File: config.mk
export PLATFORM = sky130hd
export DESIGN_NAME = record_packer
export DESIGN_NICKNAME = d
export VERILOG_FILES = /design/src/rtl/record_packer_pkg.sv /design/src/rtl/record_packer_fifo.sv /design/src/rtl/record_packer.sv
export SDC_FILE = /design/constraint.sdc
export NUM_CORES = 1
export LEC_CHECK = 0
export BUFFER_PORTS_ARGS = -buffer_cell sky130_fd_sc_hd__buf_2
export CAP_MARGIN = 25
export CORE_MARGIN = 3
export CORE_UTILIZATION = 30
export DETAILED_ROUTE_END_ITERATION = 8
export SLEW_MARGIN = 5
export SYNTH_ARGS = -nofsm -noshare
export SYNTH_HDL_FRONTEND = slang
export SYNTH_SLANG_ARGS = --single-unit
export TNS_END_PERCENT = 5
File: constraint.sdc
create_clock -name clk -period 4.1 [get_ports clk]
set_input_delay 0.615 -clock clk [delete_from_list [all_inputs] [get_ports clk]]
set_output_delay 0.615 -clock clk [all_outputs]
set_load 0.02 [all_outputs]
File: src/rtl/record_packer_pkg.sv
// Shared types for the record_packer -> TestFunction2 path: packed record and packer FSM sections.
// Pure type/constant package; no logic.
package testfunction2_types;

    typedef struct packed {
        logic signed [31:0] x;
        logic signed [31:0] y;
    } record_t;

    typedef enum logic {
        collect_x = 1'b0,
        collect_y = 1'b1
    } RecordPacker_SECTIONS;

endpackage

File: src/rtl/record_packer_fifo.sv
// Small record FIFO with a registered head; a push into an empty FIFO shows on head one edge later.
// No internal overflow guard: the owner only pushes when a slot is free (or a pop frees one).
module record_fifo
    import testfunction2_types::*;
#(
    parameter int DEPTH = 2
) (
    input  logic                         clk,
    input  logic                         rst,
    input  logic                         push,
    input  record_t                      push_rec,
    input  logic                         pop,
    output logic [$clog2(DEPTH+1)-1:0]   count_next,
    output record_t                      head,
    output logic                         head_vld
);

    localparam int PTR_W = (DEPTH > 1) ? $clog2(DEPTH) : 1;
    localparam int CW    = $clog2(DEPTH + 1);

    record_t          mem [DEPTH];
    logic [PTR_W-1:0] rd_ptr;
    logic [PTR_W-1:0] wr_ptr;
    logic [PTR_W-1:0] rd_ptr_next;
    logic [PTR_W-1:0] wr_ptr_next;
    logic [CW-1:0]    count;
    record_t          head_next;

    function automatic logic [PTR_W-1:0] ptr_inc(input logic [PTR_W-1:0] p);
        return (p == PTR_W'(DEPTH - 1)) ? '0 : p + PTR_W'(1);
    endfunction

    always_comb begin
        rd_ptr_next = pop  ? ptr_inc(rd_ptr) : rd_ptr;
        wr_ptr_next = push ? ptr_inc(wr_ptr) : wr_ptr;
        count_next  = count + CW'(push) - CW'(pop);
        head_next   = head;
        // The slot being written this edge is not in mem yet, so bypass it onto the head.
        if (count_next != '0) begin
            if (push && (wr_ptr == rd_ptr_next))
                head_next = push_rec;
            else
                head_next = mem[rd_ptr_next];
        end
    end

    always_ff @(posedge clk or posedge rst) begin
        if (rst) begin
            rd_ptr   <= '0;
            wr_ptr   <= '0;
            count    <= '0;
            head     <= '0;
            head_vld <= 1'b0;
        end else begin
            rd_ptr   <= rd_ptr_next;
            wr_ptr   <= wr_ptr_next;
            count    <= count_next;
            head     <= head_next;
            head_vld <= (count_next != '0);
        end
    end

    always_ff @(posedge clk) begin
        if (push)
            mem[wr_ptr] <= push_rec;
    end

endmodule

File: src/rtl/record_packer.sv
// Packs consecutive word pairs into record_t and queues them; record valid 1 cycle after the y word.
// Backpressure: only the y word stalls (a_in_notify=0) when the FIFO is full; x always lands in x_hold.
module record_packer
    import testfunction2_types::*;
#(
    parameter int DEPTH = 2,
    parameter int CNT_W = 16
) (
    input  logic             clk,
    input  logic             rst,
    input  logic [31:0]      a_in,
    input  logic             a_in_sync,
    output logic             a_in_notify,
    output record_t          rec_out,
    input  logic             rec_out_sync,
    output logic             rec_out_notify,
    output logic [CNT_W-1:0] pair_count
);

    localparam int CW = $clog2(DEPTH + 1);

    RecordPacker_SECTIONS section;
    RecordPacker_SECTIONS section_next;
    logic [31:0]          x_hold;
    logic [31:0]          x_hold_next;
    logic                 in_xfer;
    logic                 push;
    logic                 pop;
    record_t              push_rec;
    logic [CW-1:0]        count_next;

    always_comb begin
        section_next = section;
        x_hold_next  = x_hold;
        push         = 1'b0;
        in_xfer      = a_in_notify && a_in_sync;
        pop          = rec_out_notify && rec_out_sync;
        push_rec.x   = x_hold;
        push_rec.y   = a_in;
        case (section)
            collect_x: begin
                if (in_xfer) begin
                    x_hold_next  = a_in;
                    section_next = collect_y;
                end
            end
            collect_y: begin
                if (in_xfer) begin
                    push         = 1'b1;
                    section_next = collect_x;
                end
            end
            default: section_next = collect_x;
        endcase
    end

    always_ff @(posedge clk or posedge rst) begin
        if (rst) begin
            section     <= collect_x;
            x_hold      <= '0;
            pair_count  <= '0;
            a_in_notify <= 1'b1;
        end else begin
            section     <= section_next;
            x_hold      <= x_hold_next;
            if (push)
                pair_count <= pair_count + CNT_W'(1);
            // Registered from next-state so a y word is never offered a slot that is not there.
            a_in_notify <= !((section_next == collect_y) && (count_next == CW'(DEPTH)));
        end
    end

    record_fifo #(
        .DEPTH (DEPTH)
    ) u_fifo (
        .clk        (clk),
        .rst        (rst),
        .push       (push),
        .push_rec   (push_rec),
        .pop        (pop),
        .count_next (count_next),
        .head       (rec_out),
        .head_vld   (rec_out_notify)
    );

endmodule
# Word level (Yosys, flattened, before mapping)
# Memory sizes are Yosys's and may differ from the RTL's. A register that Yosys moved wholly into a read port is not among the register bits.
# Index checks and enable logic that the tools add are counted.
# word_totals
memories	1
inputBits	36
latch_bits	0
romBits	0
ff_bits	55
out_inout_bits	82
elab_cells	31
ramBits	128
# op_classes
reduce_logical	6
mux	9
addsub	5
n_mul	0
eq_ne	1
shifts	0
div_mod_pow	0
order_cmp	0
bitwise_logic	1
# mem_list
memory	depth	width	rd	rd_clocked_by_memory_dff	wr	line	rtl
u_fifo.mem	2	64	1	1	1	record_packer_fifo.sv:21	record_t mem [DEPTH];
# op_table
operator	count
16-bit by 1-bit adder with 16-bit output, second input constant	1
1-bit 2-to-1 mux	8
1-bit logical AND	3
1-bit adder, second input constant	2
2-bit by 1-bit adder with 2-bit output	1
2-bit equality test, second input constant	1
1-bit one-hot mux with 2 select lines	1
2-bit AND reduction	1
2-bit nonzero test	1
2-bit by 1-bit subtractor with 2-bit output	1
1-bit zero test	1
1-bit inverter	1

# Depth between registers and ports, before layout
# Gate-level depths: netlist of the first run.
# logic_depth
word_depth	8
depth_mapped	9
mapped_depth_nobuf	6

# Cells and area by module
# Synthesis of the first run repeated with hierarchy kept, for this count alone.
# unflattened
hier_cells	733
hier_area_um2	9899.5
# by_module_without_submodules
mod	cells_per_inst	instances	area_per_inst_um2	seq_area_each_um2
record_fifo	595	1	7870.0	5570.3
record_packer	138	1	2029.4	1252.5

# Worst setup path after synthesis of the first run
# Ideal clock, no wire load.
# synth_timing
kind	input to register
start	input port a_in_sync
end	memory u_fifo.mem[0][0] in the netlist's numbering (enable)
t_arrival_ns	3.822
required_time_ns	3.607
path_slack_ns	-0.215
cell_stages	3
cell_sequence	and2_1 ha_1 nor2b_1
# synth_via
elab_chain_cells	5
# synth_lines
element	line	rtl
start, declared	record_packer.sv:12	input logic a_in_sync,
1-bit logical AND	record_packer.sv:36	in_xfer = a_in_notify && a_in_sync;
1-bit 2-to-1 mux	record_packer.sv:48	if (in_xfer) begin
1-bit 2-to-1 mux	record_packer.sv:40	case (section)
1-bit 2-to-1 mux	record_packer_fifo.sv:64	if (push)
1-bit 2-to-1 mux (implied by the code)	record_packer_fifo.sv:65	mem[wr_ptr] <= push_rec;
end, declared	record_packer_fifo.sv:21	
# Every way passes these cells.

# Worst setup path in the final report of the first run
# layout_timing
start	register a_in_notify
end	register, netlist name u_fifo.head[57]
# layout_via
elab_chain_cells	6
# layout_lines
element	line	rtl
start, declared	record_packer.sv:13	output logic a_in_notify,
start signal, assigned	record_packer.sv:69	a_in_notify <= !((section_next == collect_y) && (count_next == CW'(DEPTH)));
1-bit logical AND	record_packer.sv:36	
1-bit 2-to-1 mux	record_packer.sv:48	
1-bit 2-to-1 mux	record_packer.sv:40	
net push	record_packer.sv:27	logic push;
2-bit by 1-bit adder with 2-bit output	record_packer_fifo.sv:36	count_next = count + CW'(push) - CW'(pop);
2-bit by 1-bit subtractor with 2-bit output	record_packer_fifo.sv:36	
2-bit nonzero test	record_packer_fifo.sv:39	if (count_next != '0) begin
# The timed path passes the listed nets, and every way through them passes these cells.
# A chain may end at the register's enable or synchronous reset.

==> flow_summary.json, run 1 <==
{
  "finalWeightedCongestion": 0.734,
  "capturing_element_type_of_the_critical_path": "register",
  "report.power.total_mw": 11.1,
  "vdd_drop_max_mv": 0.501,
  "regToRegStartpoint": "a_in_notify$_DFF_PP1_",
  "syn-mean-instance-area_um2": 14.4,
  "synth.net_count": 778,
  "wire_length_of_the_first_global_routing_pass_um": 42800,
  "net-switching-power_mw": 4.27,
  "cts.repair_timing.setup_buffer_count": 0,
  "power_density_mw_per_mm2": 880,
  "synth-seq-cells": 247,
  "layout_min_cycle_time_ns": 2.68,
  "fin_worst_hold_slack_ns": 0.240,
  "hold_buffer_count_at_cts": 0,
  "routed_wire_length_per_instance_um": 20.5,
  "die-area_mm2": 0.0377,
  "final.setup.tns_ns": 0,
  "clock_sink_count": 247,
  "route.detailed.drc": 0,
  "die_w_um": 194,
  "worstSetupPathType": "register to register",
  "cap_violations": 0,
  "mostFrequentLayoutCell": "sky130_fd_sc_hd__edfxtp_1",
  "synth_top_area_frac": 0.362,
  "critical_path_required_ns": 4.54,
  "global_route.overflow_total": 0,
  "ctsRootBufferMaster": "sky130_fd_sc_hd__clkbuf_16",
  "combinationalPowerShare": 0.406,
  "ys_seq_area_frac": 0.643,
  "critPathMaxStageDelay_ns": 0.64,
  "netlist_instances": 737,
  "rsz_0062_raised_after_global_routing": "false",
  "synth_top_flop_cell": "sky130_fd_sc_hd__edfxtp_1",
  "tightest_slew_ns": 0.975,
  "cts_tree": "done",
  "synth_enable_flop_cells": 128,
  "clock_latency_ns": 0.53,
  "timing_max_transition_violations_final": 0,
  "critical_path_arrival_ns": 3.12,
  "htree_num_levels": 1,
  "dpl.hpwl_um": 15200,
  "finish.cell_count_without_fillers": 1316,
  "core.rowCount": 68,
  "tritoncts.num_buffers": 28,
  "route.final.wire_length_um": 27000,
  "design.portCount": 118,
  "cts_resized": 0,
  "power_switching_share": 0.385,
  "synth_largest_area_cell": "sky130_fd_sc_hd__edfxtp_1",
  "coreArea_mm2": 0.0347,
  "max_clock_freq_mhz": 373,
  "max-slew-margin-rel": 0.350,
  "slowest_stage": "sky130_fd_sc_hd__and4b_4",
  "vias": 6625,
  "final_period_util": 0.653,
  "critical_path.cell_chain": "and2_1 > ha_2 > and4b_4 > buf_12 > a2111oi_0 > o31ai_1",
  "fin_skew_ns": 0.00854,
  "syn_to_final_growth_pct": 18.7,
  "cp.buffers_inverters": 1,
  "drtIter0Drc": 448,
  "synth_area_leaders": "sky130_fd_sc_hd__edfxtp_1, sky130_fd_sc_hd__dfrtp_1, sky130_fd_sc_hd__a2111oi_2",
  "die_h_um": 194,
  "postRouteAntennaNets": 0,
  "groute.usage.overall": 0.141,
  "sequentialPowerShare": 0.370,
  "number_of_buffers_added_on_ports": 117,
  "crit_path_start_kind": "register",
  "design.final.nets": 878,
  "setup_viol_count_final": 0,
  "worst-path-max-fanout": 35,
  "run_status": "finished, final reports clean",
  "cts.path.max_buffers": 3,
  "min-delay-path-class": "primary input to async pin",
  "startpoint": "a_in_notify$_DFF_PP1_",
  "largest_net_degree_at_the_start_of_global_routing": 79,
  "firstDrtPassIters": 4,
  "synth_area_mm2": 0.0106,
  "cpLargestDelayFamily": "simple AND/OR/NAND/NOR gates",
  "vias_in_the_first_global_route": 7057,
  "cellInternalPower_mw": 6.82,
  "antenna_found_initial": 4,
  "starting_density_of_the_core": 0.306,
  "layout_common_cells": "sky130_fd_sc_hd__edfxtp_1, sky130_fd_sc_hd__dfrtp_1, sky130_fd_sc_hd__buf_2",
  "post_drt_via_cell_ratio": 5.03,
  "p_leak_nw": 4.79,
  "clk_pin_slew_worst_paths_ns": 0.06,
  "share_of_final_layout_standard_cells_stronger_than_drive_strength_1": 0.329,
  "synth_async_sr_flop_share": 0.482,
  "placed_cells_incl_taps": 1260,
  "synth.distinct_cells": 35,
  "hold_fails_final_rpt": 0,
  "clock_power_share": 0.224,
  "ys_warn_count": 0
}
## routing by layer
metal  share of wire  up-vias  global-route usage
met2            0.49      132               0.240
met4           0.019        4              0.0282
li1                -     3038                   -
met3           0.051       40              0.0309
met1            0.44     3411               0.187
met5         0.00070        -                   0
## worst paths after layout
check | slack (ns) | end | cells past startpoint
setup reg to reg | 1.42 | u_fifo.head[57]$_DFFE_PP0P_ | 6
max in group asynchronous | 2.98 | u_fifo.head[30]$_DFFE_PP0P_ | 3
hold / removal | 0.24 | pair_count[13]$_DFFE_PP0P_ | 2
hold reg to reg | 0.47 | u_fifo.head[54]$_DFFE_PP0P_ | 2
setup / recovery | 1.42 | u_fifo.head[57]$_DFFE_PP0P_ | 6
min in group clk | 0.31 | u_fifo.mem[0][6]$_DFFE_PP_ | 1
## stage by stage
stage          area, um^2  worst slack [ns]   util
2_1_floorplan       10600             0.329      -
3_3_place_gp        11600              1.19  0.335
3_5_place_dp        11600              1.16  0.335
4_1_cts             12500              1.42  0.361
5_1_grt             12600              1.21  0.363
6_report            12600              1.42  0.363
## power by group through the flow
stage / Combinational (mW) / Clock, mW / Sequential, mW
2_1_floorplan: 2.86 / 0 / 4.47
3_3_place_gp: 4.49 / 0 / 4.12
3_5_place_dp: 4.54 / 0 / 4.15
4_1_cts: 4.56 / 2.55 / 4.11
5_1_grt: 4.94 / 2.65 / 4.20
6_report: 4.50 / 2.48 / 4.10
## sequential cells by signal, indices dropped and copies added, names as in the netlist
signal,flops
a_in_notify,1
x_hold,32
u_fifo.mem,128
u_fifo.wr_ptr,1
u_fifo.head_vld,1
u_fifo.head,64
pair_count,16
section,1
u_fifo.count,2
u_fifo.rd_ptr,1
## Yosys cell counts, types with 2 or more instances
cell type	instances
sky130_fd_sc_hd__buf_2	23
sky130_fd_sc_hd__buf_1	3
sky130_fd_sc_hd__clkbuf_1	27
sky130_fd_sc_hd__edfxtp_1	128
sky130_fd_sc_hd__inv_1	5
sky130_fd_sc_hd__nor3b_1	64
sky130_fd_sc_hd__buf_6	11
sky130_fd_sc_hd__and2_1	3
sky130_fd_sc_hd__a2111oi_0	4
sky130_fd_sc_hd__and3_1	65
sky130_fd_sc_hd__nor2_1	5
sky130_fd_sc_hd__nand2_1	75
sky130_fd_sc_hd__xor2_1	6
sky130_fd_sc_hd__nand3_1	3
sky130_fd_sc_hd__xnor2_1	13
sky130_fd_sc_hd__nand4_1	4
sky130_fd_sc_hd__a2111oi_2	60
sky130_fd_sc_hd__nor3_1	2
sky130_fd_sc_hd__mux2_2	33
sky130_fd_sc_hd__nor2b_1	4
sky130_fd_sc_hd__ha_1	5
sky130_fd_sc_hd__dfrtp_1	118
sky130_fd_sc_hd__o31ai_1	64
## worst reg2reg max path, delay by kind of cell (launching register included)
family          cells  cell delay (ns)
buf+inv             1             0.34
simple gates        2             0.83
compound gates      2             0.42
fa+ha+maj           1             0.47
flops               1             0.52
## final cells by class
class / instances / area, um^2
inverter: 5 / 23.8
clock inverter: 11 / 109
timing repair buffer: 136 / 798
fill: 3371 / 22100
sequential: 247 / 6820
antenna: 2 / 5.00
tap: 455 / 569
clock buffer: 41 / 811
multi-input combinational: 419 / 3450
## cells by family after synthesis
group,Yosys count,share of synthesized area
simple gates,229,0.124
fa+ha+maj,5,0.00590
buf+inv,71,0.0361
xor+xnor,21,0.0193
flops,247,0.643
mux,33,0.0350
compound gates,131,0.137
Note: power is estimated with default switching activity, not from simulation.
==> inputs of run 2 (changes only) <==
- ABC_AREA: unset -> 1
- clock period: 4.1 -> 2.7 ns (I/O delays scaled with it)
==> run 2 against run 1 <==
Against the previous run:
- design area unchanged
- power rose by 52%
- sequential share of layout area unchanged
- critical path depth is 1 higher
- global-route usage is essentially flat
- setup slack worse by 0.97 ns
- fmax rose by 19%
- clock skew grew 0.0014 ns
- clock power up 45%
- worst hold slack got worse by 0.13 ns
- via count increased by 14%
- register-to-register slack lost 0.97 ns
- highest routed layer unchanged
==> flow_summary.json, run 2 <==
{
  "sequentialPowerShare": 0.360,
  "cpLargestDelayFamily": "buffers and inverters",
  "synth.distinct_cells": 21,
  "timing_max_transition_violations_final": 0,
  "synth_async_sr_flop_share": 0.482,
  "worst-path-max-fanout": 66,
  "combinational_family_with_the_most_area_after_synthesis": "simple AND/OR/NAND/NOR gates",
  "clock_latency_ns": 0.52,
  "synth_most_common_cell": "sky130_fd_sc_hd__nand2_1",
  "critical_path_arrival_ns": 2.70,
  "r2r_cells": 7,
  "regToRegStartpoint": "a_in_notify$_DFF_PP1_",
  "fin_util": 0.363,
  "synth_top_area_frac": 0.363,
  "ys_seq_area_frac": 0.644,
  "syn-mean-instance-area_um2": 9.96,
  "routed_wire_length_per_instance_um": 16.5,
  "final_period_util": 0.833,
  "syn_to_final_growth_pct": 18.8,
  "largest_net_degree_at_the_start_of_global_routing": 130,
  "design.final.nets": 1198,
  "power_density_mw_per_mm2": 1340,
  "layout_min_cycle_time_ns": 2.25,
  "p_leak_nw": 5.71,
  "synth_common_cells": "sky130_fd_sc_hd__nand2_1, sky130_fd_sc_hd__inv_1, sky130_fd_sc_hd__nand3_1, sky130_fd_sc_hd__edfxtp_1, sky130_fd_sc_hd__dfrtp_1",
  "netlist_instances": 1064,
  "timing.reg2reg.setup_slack_ns": 0.45,
  "yosys.area_share.simple": 0.201,
  "cts.path.max_buffers": 3,
  "hold_fails_final_rpt": 0,
  "capturing_element_type_of_the_critical_path": "register",
  "route.detailed.drc": 0,
  "min-delay-path-class": "primary input to register",
  "route.final.wire_length_um": 26900,
  "synth_fa_ha_area_frac": 0.00591,
  "critPathMostFrequentCell": "sky130_fd_sc_hd__nand2_1",
  "synth_top_flop_cell": "sky130_fd_sc_hd__edfxtp_1",
  "tritoncts.num_buffers": 27,
  "postRouteAntennaNets": 0,
  "nFillCells": 3507,
  "setup_ws_ns": 0.451,
  "max_clock_freq_mhz": 445,
  "cts_tree": "done",
  "detailedPlace.worstSlack_ns": 0.399,
  "cap_violations": 0,
  "post_drt_via_cell_ratio": 4.63,
  "synth-seq-cells": 247,
  "cp.buffers_inverters": 2,
  "power_switching_share": 0.423,
  "slowest_stage": "sky130_fd_sc_hd__buf_4",
  "ys_warn_count": 0,
  "groute.usage.overall": 0.142,
  "ctsRootBufferMaster": "sky130_fd_sc_hd__clkbuf_16",
  "firstDrtPassIters": 4,
  "wire_length_of_the_first_global_routing_pass_um": 43400,
  "crit_path_start_kind": "register",
  "holdPathEnd": "u_fifo.mem[0][23]$_DFFE_PP_",
  "xor_xnor_portion_of_the_synthesized_cell_area": 0.0131,
  "run_status": "finished, final reports clean",
  "combinationalPowerShare": 0.427,
  "drtIter0Drc": 408,
  "core.rowCount": 68,
  "antenna_found_initial": 5,
  "setup_viol_count_final": 0,
  "vias_in_the_first_global_route": 7640,
  "number_of_buffers_added_on_ports": 117,
  "clk_pin_slew_worst_paths_ns": 0.06,
  "starting_density_of_the_core": 0.305,
  "die_h_um": 194,
  "cts.repair_timing.setup_buffer_count": 0,
  "largest_reg_by_ff_count": "u_fifo.mem",
  "r2r-end": "u_fifo.head[11]$_DFFE_PP0P_",
  "critical_path.cell_chain": "nand2_1 > inv_1 > ha_4 > xor2_4 > buf_4 > nand3_1 > nand2_1",
  "mostFrequentLayoutCell": "sky130_fd_sc_hd__nand2_1",
  "largest_register_ff_count": 128,
  "global_route.overflow_total": 0,
  "yosys-mux-area-fraction": 0,
  "vias": 7565,
  "hp-start": "a_in[23]",
  "design.portCount": 118,
  "synth_enable_flop_cells": 128,
  "share_of_final_layout_standard_cells_stronger_than_drive_strength_1": 0.160,
  "reg_top3": "u_fifo.mem: 128 flops, u_fifo.head: 64 flops, x_hold: 32 flops",
  "finalWeightedCongestion": 0.751,
  "critical_path_required_ns": 3.15,
  "rsz_0062_raised_after_global_routing": "false",
  "synth.net_count": 1105,
  "synth_area_mm2": 0.0106,
  "die_w_um": 194,
  "htree_num_levels": 1,
  "synth_area_leaders": "sky130_fd_sc_hd__edfxtp_1, sky130_fd_sc_hd__dfrtp_1, sky130_fd_sc_hd__nand2_1",
  "tightest_slew_ns": 0.878,
  "synth_largest_area_cell": "sky130_fd_sc_hd__edfxtp_1",
  "dpl.hpwl_um": 14900,
  "layout_common_cells": "sky130_fd_sc_hd__nand2_1, sky130_fd_sc_hd__inv_1, sky130_fd_sc_hd__nand3_1",
  "timing.hold.worst_path_depth": 1,
  "die-area_mm2": 0.0376,
  "critPathMaxStageDelay_ns": 0.72,
  "net-switching-power_mw": 7.15,
  "clock_sink_count": 247,
  "worstSetupPathType": "register to register",
  "coreArea_mm2": 0.0347,
  "fin_skew_ns": 0.00990,
  "vdd_drop_max_mv": 1.65,
  "final.setup.tns_ns": 0,
  "max-slew-margin-rel": 0.415,
  "clock_power_share": 0.213,
  "cellInternalPower_mw": 9.74,
  "synth-compound-area-share": 0.0458
}
[run 2: changes by cell type after synthesis, moves of 65 or more]
cell / before / now
sky130_fd_sc_hd__nand2_1: 75 / 257
sky130_fd_sc_hd__inv_1: 5 / 155
sky130_fd_sc_hd__o21ai_0: 0 / 97
sky130_fd_sc_hd__and3_1: 65 / 0
sky130_fd_sc_hd__nand3_1: 3 / 136
[run 2: per-stage QoR]
stage                     hold slack (ns)  instance area (um^2)  power [mW]  cells
after floorplan                     0.442                 10600        11.1   1064
after global placement              0.443                 11700        13.3   1582
after detailed placement            0.452                 11700        13.5   1582
after CTS                          0.0785                 12600        17.2   1632
after global routing               0.0852                 12600        18.2   1633
final                               0.108                 12600        16.9   1633
[run 2: kinds of logic after synthesis]
kind of cell | after synthesis
buffers and inverters | 225
and+or+nand+nor | 475
adders and majority gates | 5
xor gates and xnor gates | 15
DFF | 247
AOI/OAI and AO/OA | 97
[run 2: layout make-up]
class                           instances  area (um^2)  share of cell area
Timing Repair Buffer                  134          841              0.0668
Antenna cell                            1         2.50            0.000199
Tap cell                              455          569              0.0452
Inverter                              155          586              0.0465
Clock inverter                         14          115             0.00914
Multi-Input combinational cell        592         2900               0.230
Clock buffer                           35          756              0.0600
Sequential cell                       247         6820               0.542
[run 2: how the worst max path moves through the flow]
stage	start	end	slack [ns]	cells after the start
2_1_floorplan	a_in_notify$_DFF_PP1_	u_fifo.mem[1][0]$_DFFE_PP_	0.11	5
6_report	a_in_notify$_DFF_PP1_	u_fifo.head[11]$_DFFE_PP0P_	0.45	7
3_3_place_gp	rec_out_sync	u_fifo.head[42]$_DFFE_PP0P_	0.42	8
4_1_cts	a_in_notify$_DFF_PP1_	u_fifo.head[15]$_DFFE_PP0P_	0.42	7
5_1_grt	a_in_notify$_DFF_PP1_	u_fifo.head[11]$_DFFE_PP0P_	0.25	7
3_5_place_dp	rec_out_sync	u_fifo.head[15]$_DFFE_PP0P_	0.40	8
[run 2: power groups by stage]
stage                     clock network [mW]  logic (mW)  registers [mW]
final                                   3.60        7.20            6.08
after global routing                    3.87        8.14            6.23
after CTS                               3.72        7.39            6.09
after detailed placement                   0        7.36            6.16
after global placement                     0        7.25            6.09
after floorplan                            0        4.41            6.72
[run 2: layer usage]
metal,track usage,vias to the layer above,routed length (um)
li1,-,3707,-
met1,0.196,3625,12300
met2,0.227,181,12300
met3,0.0367,44,1820
met4,0.0287,8,506
met5,0,-,48
[run 2: repair_timing]
| action | 4_1_cts | 5_1_grt |
|---|---|---|
| hold endpoints to repair | 20 | 0 |
| hold buffers | 1 | 0 |
| resized for setup | 0 | 0 |
==> inputs of run 3 (changes only) <==
- ABC_AREA: 1 -> 0
- clock period: 2.7 -> 1.8 ns (I/O delays scaled with it)
==> run 3 against run 2 <==
Against the previous run:
- the flow now finishes with violations (setup timing)
- worst hold slack worse by 0.099 ns
- wire length up 7.2%
- die area up 0.15%
- highest routed layer is now met4
- power up 69%
- largest cell class unchanged
- core utilization up 4.9 points
- design area up 13%
- combinational power up 86%
- critical path depth down 1
==> flow_summary.json, run 3 (synthesis gave the netlist of run 1 again) <==
{
  "run_status": "finished with violations",
  "violated_checks": "setup timing",
  "fin_util": 0.411,
  "cts_tree": "done",
  "layout_min_cycle_time_ns": 1.99,
  "max-slew-margin-rel": 0.670,
  "share_of_final_layout_standard_cells_stronger_than_drive_strength_1": 0.427,
  "hold_fails_final_rpt": 0,
  "setup_ws_ns": -0.193,
  "starting_density_of_the_core": 0.306,
  "cpLargestDelayFamily": "compound AO/OA/AOI/OAI gates",
  "vdd_drop_max_mv": 0.934,
  "critical_path.cell_chain": "and2_4 > ha_4 > xnor3_1 > a22o_4 > buf_12 > o31ai_2",
  "global_route.overflow_total": 0,
  "critical_path_arrival_ns": 2.42,
  "mostFrequentLayoutCell": "sky130_fd_sc_hd__edfxtp_1",
  "groute.usage.overall": 0.145,
  "largest_register_ff_count": 128,
  "post_drt_via_cell_ratio": 5.01,
  "crit_path_start_kind": "register",
  "route.final.wire_length_um": 28900,
  "cts.path.max_buffers": 3,
  "final.setup.tns_ns": -10.12,
  "critical_path_required_ns": 2.23,
  "antenna_found_initial": 0,
  "worstSetupPathType": "register to register",
  "rsz_0062_raised_after_global_routing": "true",
  "capturing_element_type_of_the_critical_path": "register",
  "tightest_slew_ns": 0.494,
  "coreArea_mm2": 0.0347,
  "power_density_mw_per_mm2": 2000,
  "clock_latency_ns": 0.53,
  "reg_top3": "u_fifo.mem: 128 flops, u_fifo.head: 64 flops, x_hold: 32 flops",
  "firstDrtPassIters": 4,
  "cp.buffers_inverters": 1,
  "worst-path-max-fanout": 19,
  "ctsRootBufferMaster": "sky130_fd_sc_hd__clkbuf_16",
  "die_w_um": 194,
  "layout_common_cells": "sky130_fd_sc_hd__edfxtp_1, sky130_fd_sc_hd__dfrtp_1, sky130_fd_sc_hd__buf_2",
  "final_period_util": 1.11,
  "tritoncts.num_buffers": 28,
  "max_clock_freq_mhz": 502,
  "largest_reg_by_ff_count": "u_fifo.mem",
  "vias_in_the_first_global_route": 7468,
  "number_of_buffers_added_on_ports": 117,
  "postRouteAntennaNets": 0,
  "timing_max_transition_violations_final": 0,
  "slowest_stage": "sky130_fd_sc_hd__dfrtp_1",
  "largest_net_degree_at_the_start_of_global_routing": 45,
  "route.detailed.drc": 0,
  "cap_violations": 0,
  "drtIter0Drc": 286,
  "wire_length_of_the_first_global_routing_pass_um": 44000,
  "clock_sink_count": 247,
  "die-area_mm2": 0.0377,
  "critPathMaxStageDelay_ns": 0.38,
  "htree_num_levels": 1,
  "dpl.hpwl_um": 17000,
  "p_leak_nw": 5.54,
  "die_h_um": 194,
  "dpl-instance-area_mm2": 0.0123,
  "nFillCells": 3234,
  "insertedDiodeCount": 0,
  "syn_to_final_growth_pct": 34.6,
  "design.final.nets": 974,
  "design.portCount": 118,
  "core.rowCount": 68,
  "routed_wire_length_per_instance_um": 20.5,
  "stdcell_area_mm2": 0.0143,
  "fin_skew_ns": 0.0139,
  "clk_pin_slew_worst_paths_ns": 0.06,
  "setup_viol_count_final": 69,
  "min-delay-path-class": "primary input to register",
  "finalWeightedCongestion": 0.712,
  "vias": 7058
}
-- run 3: final cells by class --
| class | instances | area, um^2 | area share |
|---|---|---|---|
| repair buffers | 232 | 2100 | 0.147 |
| multi-input cells | 419 | 3830 | 0.268 |
| well taps | 455 | 569 | 0.0399 |
| inverters | 5 | 22.5 | 0.00158 |
| clock buffers | 36 | 782 | 0.0548 |
| clock inverters | 16 | 159 | 0.0111 |
| flip-flops and latches | 247 | 6820 | 0.478 |
-- run 3: metrics by stage --
stage | hold slack, ns | std cells | power, mW | worst slack, ns
2_1_floorplan | 0.369 | 737 | 16.7 | -1.02
3_5_place_dp | 0.335 | 1304 | 21.2 | -0.294
5_1_grt | 0.00441 | 1410 | 30.2 | -0.275
3_3_place_gp | 0.340 | 1304 | 20.9 | -0.275
6_report | 0.00913 | 1410 | 28.5 | -0.193
4_1_cts | 0.00134 | 1390 | 27.5 | -0.193
-- run 3: final timing paths --
kind / endpoint / slack (ns) / cells after the start / from
min in group asynchronous: u_fifo.head[61]$_DFFE_PP0P_ / 0.31 / 3 / rst
min: u_fifo.mem[1][8]$_DFFE_PP_ / 0.009 / 1 / a_in[8]
max reg2reg: u_fifo.head[18]$_DFFE_PP0P_ / -0.19 / 6 / u_fifo.head_vld$_DFF_PP0_
max: u_fifo.head[18]$_DFFE_PP0P_ / -0.19 / 6 / u_fifo.head_vld$_DFF_PP0_
min reg2reg: pair_count[15]$_DFFE_PP0P_ / 0.47 / 1 / pair_count[15]$_DFFE_PP0P_
max in group asynchronous: x_hold[19]$_DFFE_PP0P_ / 0.85 / 4 / rst
-- run 3: per-layer routing --
layer | GRT usage | vias to the layer above | wire length (um)
met2 | 0.251 | 145 | 14400
met5 | 0 | - | 0
li1 | - | 3240 | -
met1 | 0.195 | 3643 | 12800
met3 | 0.0224 | 30 | 1240
met4 | 0.0255 | 0 | 427
-- run 3: repair_timing --
item / in CTS / in global routing
endpoints found under the setup margin: 74 / 75
endpoints found under the hold margin: 78 / 0
pin swaps: 7 / 6
gates resized for setup: 25 / 54
gates cloned: 1 / 6
setup buffers: 1 / 14
hold buffers: 32 / 0
-- run 3: power breakdown --
part | internal [mW] | total [mW] | switching [mW]
Sequential | 8.21 | 9.40 | 1.19
Clock | 3.49 | 5.77 | 2.28
Combinational | 6.02 | 13.4 | 7.34
